===== src/rtl/updown_counter.sv =====
// updown_counter: parametrised up/down modulo counter with synchronous load,
// combinational terminal-count flag and a registered wrap/saturation pulse.
//
// Build option:
//   UPDOWN_COUNTER_SAT_EN  - when defined, the counter saturates at 0 / MOD-1
//                            instead of wrapping; wrap then flags a saturation hit.
//
// WIDTH legal range 2..32; MOD legal range 2..2**WIDTH.

module updown_counter #(
    parameter int unsigned      WIDTH = 8,
    parameter longint unsigned  MOD   = 256
) (
    input  logic             clk,
    input  logic             rst,
    input  logic             en,
    input  logic             up,
    input  logic             load,
    input  logic [WIDTH-1:0] load_val,
    output logic [WIDTH-1:0] count,
    output logic             tc,
    output logic             wrap
);

    // Largest count value, truncated to the counter width.
    localparam logic [WIDTH-1:0] MaxVal = WIDTH'(MOD - 64'd1);

    // Modulus spans the whole code space: increment/decrement roll over on
    // their own and no load clamp is needed.
    localparam bit FullRange = (MOD == (64'd1 << WIDTH));

    logic [WIDTH-1:0] count_q, count_d;
    logic             wrap_q, wrap_d;

    logic             at_max;
    logic             at_zero;
    logic [WIDTH-1:0] count_inc;
    logic [WIDTH-1:0] count_dec;
    logic [WIDTH-1:0] load_clamped;

    // End-of-range detection, stepped values and clamped load value.
    always_comb begin
        at_max    = (count_q == MaxVal);
        at_zero   = (count_q == '0);
        count_inc = count_q + WIDTH'(1);
        count_dec = count_q - WIDTH'(1);
        if (FullRange) begin
            load_clamped = load_val;
        end else begin
            load_clamped = (load_val > MaxVal) ? MaxVal : load_val;
        end
    end

    // Next-state: rst > load > en > hold; wrap only set by a boundary step.
    always_comb begin
        count_d = count_q;
        wrap_d  = 1'b0;
        if (rst) begin
            count_d = '0;
            wrap_d  = 1'b0;
        end else if (load) begin
            count_d = load_clamped;
            wrap_d  = 1'b0;
        end else if (en) begin
            if (up) begin
                if (at_max) begin
`ifdef UPDOWN_COUNTER_SAT_EN
                    count_d = count_q;
`else
                    // Full range rolls over naturally to zero.
                    count_d = FullRange ? count_inc : '0;
`endif
                    wrap_d  = 1'b1;
                end else begin
                    count_d = count_inc;
                end
            end else begin
                if (at_zero) begin
`ifdef UPDOWN_COUNTER_SAT_EN
                    count_d = count_q;
`else
                    count_d = FullRange ? count_dec : MaxVal;
`endif
                    wrap_d  = 1'b1;
                end else begin
                    count_d = count_dec;
                end
            end
        end
    end

    // State register with synchronous active-high reset folded into next-state.
    always_ff @(posedge clk) begin
        count_q <= count_d;
        wrap_q  <= wrap_d;
    end

    // Outputs: count and wrap registered, tc follows up within the cycle.
    always_comb begin
        count = count_q;
        wrap  = wrap_q;
        tc    = up ? at_max : at_zero;
    end

endmodule

===== config.mk =====
export PLATFORM = sky130hd
export DESIGN_NAME = updown_counter
export DESIGN_NICKNAME = d
export VERILOG_FILES = /design/src/rtl/updown_counter.sv
export SDC_FILE = /design/constraint.sdc
export NUM_CORES = 1
export LEC_CHECK = 0
export ABC_AREA = 1
export BUFFER_PORTS_ARGS = -buffer_cell sky130_fd_sc_hd__buf_2
export CORE_MARGIN = 1.5
export CORE_UTILIZATION = 45
export CTS_CLUSTER_SIZE = 12
export DETAILED_ROUTE_END_ITERATION = 6
export GPL_ROUTABILITY_DRIVEN = 0
export GPL_TIMING_DRIVEN = 0
export PLACE_DENSITY = 0.74
export SLEW_MARGIN = 20
export SYNTH_ARGS = -nofsm -noshare
export SYNTH_HDL_FRONTEND = slang
export SYNTH_SLANG_ARGS = --single-unit

===== constraint.sdc =====
create_clock -name clk -period 1.86 [get_ports clk]
set_input_delay 0.186 -clock clk [delete_from_list [all_inputs] [get_ports clk]]
set_output_delay 0.186 -clock clk [all_outputs]
set_load 0.02 [all_outputs]

==> results.sh <==
export IMPL_clk_latency_ns=0.27
export IMPL_syn_inst=120
export IMPL_cts_root_buf="clkbuf_4"
export IMPL_synth_mux_area_share_pct=0
export IMPL_hold_buffers=0
export IMPL_clock_skew_ns=0.00368
export IMPL_die_w_um=44.1
export IMPL_ys_seq_area_share_pct=23.8
export IMPL_holdWs_ns=0.184
export IMPL_path_clk_slew_ns=0.07
export IMPL_grt_pass1_wl_um=3180
export IMPL_hp_class="in2reg"
export IMPL_yosysUniqueCellTypes=23
export IMPL_cts_sinks=9
export IMPL_worst_ir_drop_vdd_uv=459
export IMPL_synth_nets=140
export IMPL_drt_pass1_iter_count=4
export IMPL_placementRows=14
export IMPL_drive_above_1_share_pct=20.0
export IMPL_hold_viol=0
export IMPL_die_area_um2=1940
export IMPL_antenna_cells=0
export IMPL_antenna_found_initial=0
export IMPL_post_drt_wl_per_cell_um=11.3
export IMPL_drtIter0Drc=30
export IMPL_h_tree_depth=1
export IMPL_rsz0062_at_grt="false"
export IMPL_synth_avg_cell_area_um2=6.32
export IMPL_p_per_area_nw_per_um2=653
export IMPL_synth_top_family_by_area="simple AND/OR/NAND/NOR gates"
export IMPL_synthSimpleGateAreaFrac_pct=37.6
export IMPL_dieHeight_um=44.1
export IMPL_start_util_pct=49.2
export IMPL_post_place_ws_ns=0.224
export IMPL_final_common_cell="nand2_1"
export IMPL_crit_fanout=8
export IMPL_coreArea_um2=1540
export IMPL_ant_nets=0
export IMPL_synth_seq_cells=9
export IMPL_pin_count=23
export IMPL_status="finished, final reports clean"
export IMPL_vias=862
export IMPL_rrSetupSlack_ns=0.37
export IMPL_setup_viol=0
export IMPL_cts_path_max_buffers=2
export IMPL_cts_tree="done"
export IMPL_finalSetupTns_ns=0
export IMPL_max_freq_ghz=0.622
export IMPL_post_cts_repair_setup_buffers=0
export IMPL_areaGrowthSynthToFinish_pct=20.0
export IMPL_power_leakage_nw=0.526
export IMPL_grt_max_degree=11
export IMPL_io_buffers=21
export IMPL_grtUsageTotal_pct=22.4
export IMPL_worst_endpoint_required_ns=1.67
export IMPL_cts_buffers=3
export IMPL_wl_um=1810
export IMPL_first_global_vias=748
export IMPL_slew_headroom_pct=79.2
export IMPL_place_hpwl_um=1420
export IMPL_cp_arrival_ns=1.42
export IMPL_crit_path_end_kind="output pin"
export IMPL_worstMarginPinSlew_ns=0.311
export IMPL_crit_type="reg2out"
export IMPL_layout_min_cycle_time_ns=1.61
export IMPL_period_share_pct=86.5
export IMPL_synth_compound_gate_area_share_pct=15.0
export IMPL_yosys_warnings=0
export IMPL_ctsResizeCount=0
export IMPL_max_cap_violations=0
export IMPL_start_kind="flip-flop"
export IMPL_synth_xor_area_share_pct=0
export IMPL_mostFrequentLayoutCells="nand2_1, buf_2, inv_1, nand3_1, dfxtp_1"
export IMPL_syn_cell_area_um2=758
export IMPL_fin_nets=166
export IMPL_post_route_drc_count=0
export IMPL_worst_slack_ns=0.251
export IMPL_vias_per_cell=5.35
export IMPL_synthAdderAreaFrac_pct=12.5
export IMPL_grt_overflow_total=0
export IMPL_slew_violations=0
==> sequential cells by signal, summed over array words and instances, names as in the netlist <==
register and flops:
count 8, wrap 1
==> metal layers <==
metal / global-route usage (%) / part of all wire, % / wire length [um] / up-vias
li1: - / - / - / 451
met1: 30.1 / 49 / 882 / 383
met2: 35.0 / 46 / 837 / 24
met3: 3.67 / 3.5 / 63 / 4
met4: 10.3 / 1.6 / 29 / 0
met5: 0 / 0 / 0 / -
==> final timing paths <==
kind	from	to	depth (start not counted)
max	count[0]$_SDFFE_PP0P_	tc	5
min	load_val[2]	count[2]$_SDFFE_PP0P_	3
max reg2reg	count[0]$_SDFFE_PP0P_	count[6]$_SDFFE_PP0P_	8
min reg2reg	count[4]$_SDFFE_PP0P_	count[4]$_SDFFE_PP0P_	2
==> critical path, stage by stage, from the launching register on <==
cell and delay, ns:
dfxtp_1 0.48, nand2_1 0.08, nor3_1 0.19, nand4_1 0.13, nand2_1 0.10, buf_2 0.16
==> cell usage after synthesis <==
cell	n	share of area [%]
a22oi_2	1	1.6
ha_1	6	9.9
nand3b_1	1	0.99
nand4_1	1	0.83
clkinv_4	1	1.2
nand3_1	14	9.2
a21oi_2	1	1.2
a22oi_1	2	2.0
fa_1	1	2.6
nand2_1	39	19
nor2_1	8	4.0
a21oi_1	6	4.0
buf_6	1	1.5
or2_4	1	1.2
nor4_1	1	0.83
o21ai_0	3	2.0
inv_1	17	8.4
dfxtp_1	9	24
a21boi_1	1	0.99
a31oi_1	2	1.6
o21ai_1	1	0.66
nor3_1	2	1.3
a21o_1	1	0.99
==> where the power goes <==
part | internal (mW) | switching [mW]
Clock | 0.0830 | 0.0813
Sequential | 0.207 | 0.0210
Combinational | 0.0802 | 0.122
==> area by class of cell <==
type | count | area, um2
Buffer | 1 | 11.3
Tap cell | 16 | 20.0
Clock buffer | 4 | 26.3
Multi-Input combinational cell | 92 | 494
Fill cell | 168 | 632
Timing Repair Buffer | 21 | 105
Inverter | 18 | 72.6
Sequential cell | 9 | 180
==> metrics by stage <==
step	instance area, um2	total power [mW]	std cells	utilization (%)
finish	910	0.594	161	59.0
global route	910	0.644	161	59.0
CTS	910	0.594	161	59.0
detailed placement	883	0.434	157	57.3
global placement	883	0.429	157	57.3
floorplan	758	0.376	120	-
==> cell families after synthesis <==
kind of cell / Yosys count
compound gates: 18
fa+ha+maj: 7
buf+inv: 19
flops: 9
simple gates: 67
Power figures use the tool's default switching activity.
